File: config.mk
export PLATFORM = sky130hd
export DESIGN_NAME = parking_entry_allocator
export DESIGN_NICKNAME = d
export VERILOG_FILES = /design/src/rtl/parking_entry_allocator.sv
export SDC_FILE = /design/constraint.sdc
export NUM_CORES = 1
export LEC_CHECK = 0
export ABC_AREA = 1
export CAP_MARGIN = 20
export CELL_PAD_IN_SITES_DETAIL_PLACEMENT = 2
export CELL_PAD_IN_SITES_GLOBAL_PLACEMENT = 2
export CORE_MARGIN = 2
export CORE_UTILIZATION = 31
export DETAILED_ROUTE_END_ITERATION = 12
export PLACE_DENSITY_LB_ADDON = 0.1
export SLEW_MARGIN = 0
export SYNTH_ARGS = -nofsm -noshare
export SYNTH_HDL_FRONTEND = slang
export SYNTH_SLANG_ARGS = --single-unit
File: constraint.sdc
create_clock -name clk -period 2.67 [get_ports clk]
set_clock_uncertainty 0.15 [all_clocks]
set_input_delay 0.534 -clock clk [delete_from_list [all_inputs] [get_ports clk]]
set_output_delay 0.534 -clock clk [all_outputs]
set_load 0.03 [all_outputs]
File: src/rtl/parking_entry_allocator.sv
// parking_entry_allocator: allocates the lowest free of 8 parking spots on entry, retires spots on exit, sequences the entry gate
// Ports: clk/rst_n (async active-low); entry_req level request; exit_valid/exit_spot exit event;
//        entry_ack/entry_spot grant pulse; entry_reject lot-full pulse; exit_error exit-on-free-spot pulse;
//        gate_open barrier; capacity occupancy bitmap; full all spots occupied.
module parking_entry_allocator #(
  parameter int GATE_CYCLES = 4
) (
  input  logic       clk,
  input  logic       rst_n,
  input  logic       entry_req,
  input  logic       exit_valid,
  input  logic [2:0] exit_spot,
  output logic       entry_ack,
  output logic [2:0] entry_spot,
  output logic       entry_reject,
  output logic       exit_error,
  output logic       gate_open,
  output logic [7:0] capacity,
  output logic       full
);
  typedef enum logic [1:0] {IDLE, ALLOC, GATE} state_t;
  state_t     state_q;
  logic [7:0] capacity_q, cap_exit_d;
  logic [3:0] timer_q;
  logic       lock_q, ack_q, rej_q, err_q, gate_q;
  logic [2:0] spot_q, free_spot_d;
  always_comb begin
    cap_exit_d = (exit_valid && capacity_q[exit_spot]) ? capacity_q & ~(8'b1 << exit_spot) : capacity_q;
    free_spot_d = 3'd0;
    // search the post-exit bitmap, which is exactly what the register holds during ALLOC
    for (int i = 7; i >= 0; i--) if (!cap_exit_d[i]) free_spot_d = 3'(i);
  end
  always_ff @(posedge clk or negedge rst_n) begin
    if (!rst_n) begin
      state_q    <= IDLE;
      capacity_q <= 8'h00;
      timer_q    <= 4'd0;
      lock_q     <= 1'b0;
      ack_q      <= 1'b0;
      rej_q      <= 1'b0;
      err_q      <= 1'b0;
      gate_q     <= 1'b0;
      spot_q     <= 3'd0;
    end else begin
      ack_q      <= 1'b0;
      rej_q      <= 1'b0;
      err_q      <= exit_valid && !capacity_q[exit_spot];
      capacity_q <= cap_exit_d;
      lock_q     <= lock_q && entry_req;
      case (state_q)
        IDLE: if (entry_req && !lock_q) begin
          if (&capacity_q) begin
            rej_q  <= 1'b1;
            lock_q <= 1'b1;
          end else begin
            state_q <= ALLOC;
            ack_q   <= 1'b1;
            spot_q  <= free_spot_d;
          end
        end
        ALLOC: begin
          // the granted bit is free, so a concurrent exit never touches it
          capacity_q <= cap_exit_d | (8'b1 << spot_q);
          timer_q    <= 4'(GATE_CYCLES);
          gate_q     <= 1'b1;
          state_q    <= GATE;
        end
        GATE: if (timer_q == 4'd1) begin
          state_q <= IDLE;
          gate_q  <= 1'b0;
          timer_q <= 4'd0;
        end else timer_q <= timer_q - 4'd1;
        default: state_q <= IDLE;
      endcase
    end
  end
  assign entry_ack    = ack_q;
  assign entry_spot   = spot_q;
  assign entry_reject = rej_q;
  assign exit_error   = err_q;
  assign gate_open    = gate_q;
  assign capacity     = capacity_q;
  assign full         = &capacity_q;
endmodule

; ---- After elaboration in Yosys (flattened, before gate mapping)
; Cells that the tools add are included.
[word_totals]
reg_bits = 22
inputBits = 7
out_inout_bits = 16
[classes]
add_sub_neg = 1
magnitude_cmp = 1
n_eq_ne = 6
shift = 2
muxes = 29
n_bitwise = 4
reduce_logical = 12
[op_table]
columns = cell, count
row1 = 3-bit two-way mux, 8
row2 = 8-bit two-way mux, 2
row3 = "1-bit by 3-bit left shift with 8-bit output, first input constant", 2
row4 = 1-bit two-way mux, 11
row5 = 8-bit AND, 1
row6 = 8-bit inverter, 1
row7 = 8-bit bitwise OR, 1
row8 = 4-bit one-hot mux with 2 select lines, 1
row9 = 8-bit AND reduction, 1
row10 = 2-bit two-way mux, 3
row11 = "2-bit inequality test, second input constant", 3
row12 = 2-bit one-hot mux with 3 select lines, 1
row13 = 3-bit AND reduction, 2
row14 = "4-bit by 1-bit == test with 1-bit output, second input constant", 1
row15 = 1-bit logical AND, 4
row16 = "3-bit by 4-bit < comparator with 1-bit output, second input constant", 1
row17 = 4-bit two-way mux, 1
row18 = "4-bit by 1-bit subtractor with 4-bit output, second input constant", 1
row19 = 1-bit binary-select mux with 3-bit select, 1
row20 = "2-bit by 1-bit == test with 1-bit output, second input constant", 1
row21 = "2-bit == test, second input constant", 1
row22 = 1-bit logical NOT, 2
row23 = 2-bit logical NOT, 1
row24 = 1-bit one-hot mux with 2 select lines, 1
row25 = 3 further kinds, 3

; ---- Logic depth before layout (Yosys ltp)
[depth]
word_depth = 12
depth_mapped = 16
mapped_depth_nobuf = 16

; ---- Least setup slack after synthesis
; OpenSTA, ideal clock, no wires.
[synth_timing]
path_kind = register -> output
from = register capacity_q[7] (netlist: capacity[7])
to = output port full
t_arrival_ns = 1.100
slack_ns = 0.886
path_stages_with_launch = 5
cell_sequence = dfrtp_1 -> nand4_1 -> nor2_1 -> nand3_1 -> inv_1
[synth_via]
elab_chain_cells = 1
[synth_rtl]
columns = element, line
row1 = start: declaration, 23  ; logic [7:0] capacity_q, cap_exit_d;
row2 = start signal: assignment, 48  ; capacity_q <= cap_exit_d;
row3 = start signal: assignment, 63  ; capacity_q <= cap_exit_d | (8'b1 << spot_q);
row4 = 8-bit AND reduction, 83  ; assign full = &capacity_q;
row5 = end: declaration, 19  ; output logic full
; No other way between the ends.

; ---- Worst setup path after layout
[layout_timing]
from = input port exit_spot[0]
to = register spot_q[0] (netlist: entry_spot[0])
[layout_via]
elab_chain_cells = 12
[layout_rtl]
columns = element, line
row1 = start: declaration, 12  ; input logic [2:0] exit_spot,
row2 = 1-bit binary-select mux with 3-bit select or 1-bit by 3-bit left shift with 8-bit output (tied branches), 28  ; cap_exit_d = (exit_valid && capacity_q[exit_spot]) ? capacity_q & ~(8'b1 << exit_spot) : capacity_q;
row3 = 1-bit two-way mux (not written as such) or 8-bit inverter (tied branches), 28
row4 = 1-bit logical AND or 8-bit AND (tied branches), 28
row5 = 8-bit two-way mux *, 28
row6 = 3-bit two-way mux (7 in a row), 31  ; for (int i = 7; i >= 0; i--) if (!cap_exit_d[i]) free_spot_d = 3'(i);
row7 = 3-bit two-way mux *, 31
row8 = end signal: assignment, 58  ; spot_q <= free_spot_d;
row9 = end: declaration, 26  ; logic [2:0] spot_q, free_spot_d;
; Mark *: on every way between the ends. The rest lies on a longest branch, timed or not. The select of a mux whose other input is x is not followed.
; A chain may end at the register's enable or synchronous reset.

==> flow_summary_export.csv <==
group,metric,value,unit
outcome,status,"finished, final reports clean",
drt,firstDrtPassIters,4,
floorplanning,die_h,66.54,µm
timing,drv_slew,0,
critical_path,crit_top_cell,"nand2_1",
drt,antenna_left,0,
logic_synthesis,synth_top_area_cell,"dfrtp_1",
timing,rsz0062_at_grt,"false",
placement,postPlaceCellArea,1500,µm²
timing,fin_ws,481.4,ps
cts,cts_buffers,3,
critical_path,crit_chain,"clkdlybuf4s50_1, nand2_1, clkinv_1, a22oi_1, nand3_2, nand3_2, nor2_1, nor2_1, nand2_1, nand2_1, nand2_1, nand2_1, nand2_1",
flow_run,maxCapViolCount,0,
critical_path,arrival,2200,ps
cts,cts_sinks,22,
layout,final_cells,231,
power,ir_drop,408.4,µV
cts,path_clk_slew,70,ps
cts,holdBufCountCts,0,
cts,cts_root_buffer,"clkbuf_8",
layout,mostFrequentLayoutCell,"nand2_1",
drt,routed_wl,3465,µm
global_route,grt_max_degree,23,
logic_synthesis,synth_fa_ha_area_share,5.160,%
layout,layout_common_cells,"nand2_1 (43), inv_1 (22), dfrtp_1 (22)",
layout,final_nets,196,
logic_synthesis,syn-num-nets,168,
placement,pre_cts_ws,203.5,ps
drt,wire_per_inst,15.00,µm
placement,placed_cells,227,
drt,drc,0,
global_route,gr-total-overflow,0,
layout,drive_above_1_share,8.743,%
timing,setup_tns,0,ps
layout,areaGrowthSynthToFinish,28.48,%
timing,period_needed,2189,ps
power,finalPower,1.790,mW
worst_hold_path,hold_path_class,"reg2reg",
critical_path,start_kind,"input pin",
cts,cts_tree,"built",
logic_synthesis,netlist_instances,156,
layout,final_area,1558,µm²
critical_path,critPathMaxStageDelay,510,ps
logic_synthesis,ys_ff_latch,22,
logic_synthesis,netlist_area,1212,µm²
floorplanning,dieArea,4428,µm²
power,p_leak,0.7510,nW
logic_synthesis,synth_compound_area_share,13.00,%
drt,vias,1148,
critical_path,required,2680,ps
logic_synthesis,ys_warn_count,0,
floorplanning,io_pins,23,
critical_path,critPathKind,"in2reg",
logic_synthesis,synth-xor-area-share,0.7224,%
cts,insertion_delay,260,ps
global_route,grt_usage,17.68,%
placement,post-dp-hpwl,2830,µm
drt,first_iter_violations,30,
floorplanning,rows,22,
placement,globalplace.congestion,0.7637,
logic_synthesis,synth_area_leaders,"dfrtp_1 (45%), nand2_1 (13%), inv_1 (6.8%)",
timing,setup_viol,0,
placement,portBuffers,22,
logic_synthesis,synth_top_family_by_area,"simple AND/OR/NAND/NOR gates",
cts,clockBufferDepth,2,
timing,layout_worst_path_cycle_share,81.97,%
global_route,grt_pass1_wl,5940,µm
logic_synthesis,synth_top_area_share,45.41,%
floorplanning,core_area,3716,µm²
layout,n_fill_cell,442,
logic_synthesis,ys_seq_area_share,45.41,%
logic_synthesis,netlist-cell-type-count,26,
timing,fmaxAchievable,456.9,MHz
logic_synthesis,muxShareOfSynthArea,0,%
critical_path,critical-path-slowest-cell,"clkdlybuf4s50_1",
critical_path,path_max_fanout,7,
power,powerDensity,1149,nW/µm²
layout,antenna-diode-count,0,
cts,htree_levels,1,
logic_synthesis,synthSimpleGateAreaFrac,27.97,%
timing,relSlewSlack,77.66,%
drt,via_per_inst,4.970,
floorplanning,die_w,66.54,µm
timing,hold_viol_final,0,
critical_path,end_kind,"flop",
global_route,antenna_found_initial,0,
floorplanning,start_util,32.63,%
logic_synthesis,avgSynthCellArea,7.772,µm²
global_route,grt_pass1_vias,1265,
timing,tightest_slew,333.9,ps
-- synth_stat cells, drive strengths merged --
library cell  instances
nand2                46
inv                  24
dfrtp                22
nor2                 14
o21ai                14
nand3                 9
nand4                 7
ha                    5
a21oi                 4
a22oi                 2
a21boi                1
a31oi                 1
clkinv                1
nor3                  1
o21a                  1
o21bai                1
o22ai                 1
o31ai                 1
xor2                  1
-- worst max-delay path: cells and delay by family --
| kind | cells | cell delay (ps) |
|---|---|---|
| compound gates | 1 | 220 |
| buf+inv | 2 | 630 |
| simple gates | 10 | 820 |
-- where the power goes --
| part | switching [mW] | internal [mW] | leakage (nW) |
|---|---|---|---|
| clock | 0.108 | 0.132 | 0.0288 |
| combinational | 0.605 | 0.350 | 0.452 |
| sequential | 0.135 | 0.461 | 0.271 |
-- path summary, 6_finish.rpt --
check | startpoint | to | slack, ps | cells past startpoint
worst min register to register | lock_q | entry_reject | 310 | 1
min in group asynchronous | rst_n | timer_q[3] | 460 | 2
worst max register to register | capacity[7] | entry_spot[0] | 950 | 15
max in group asynchronous | rst_n | capacity[2] | 1670 | 2
worst max-delay path | exit_spot[0] | entry_spot[0] | 480 | 13
worst min-delay path | lock_q | entry_reject | 310 | 1
-- layer usage --
layer / wire (µm) / share of wire (%) / vias to the layer above / track usage, %
li1: - / - / 558 / -
met1: 1465 / 42 / 569 / 19.70
met2: 1888 / 54 / 16 / 34.88
met3: 69 / 2.0 / 5 / 1.182
met4: 42 / 1.2 / 0 / 5.867
met5: 0 / 0 / - / 0
-- logic make-up after synthesis --
family | after synthesis
AOI/OAI and AO/OA | 26
xor gates and xnor gates | 1
and+or+nand+nor | 77
DFF | 22
adders and majority gates | 5
buffers and inverters | 25
-- stage by stage --
stage / util, % / hold slack, ps
3_3_place_gp: 40.37 / 304.7
3_5_place_dp: 40.37 / 306.2
4_1_cts: 41.85 / 323.1
6_report: 41.92 / 314.0
2_1_floorplan: - / 88.41
5_1_grt: 41.92 / 344.5
-- flip-flops by register name (all words and copies together), names as in the netlist --
name / count
entry_reject: 1
lock_q: 1
gate_open: 1
capacity: 8
exit_error: 1
timer_q: 4
entry_spot: 3
entry_ack: 1
state_q: 2
-- repair_timing --
item                                    CTS  global route
buffers inserted                          0             0
gates resized for setup                   0             1
endpoints found under the setup margin    0             1
hold endpoints to repair                  0             0
-- cell type report --
| cell class | instances | area (µm²) | area share, % |
|---|---|---|---|
| multi-input cells | 109 | 568.0 | 36.47 |
| flip-flops and latches | 22 | 550.5 | 35.34 |
| repair buffers | 23 | 230.2 | 14.78 |
| inverters | 25 | 93.84 | 6.024 |
| well taps | 48 | 60.06 | 3.855 |
| clock buffers | 4 | 55.05 | 3.534 |
Note: power is estimated with default switching activity, not from simulation.
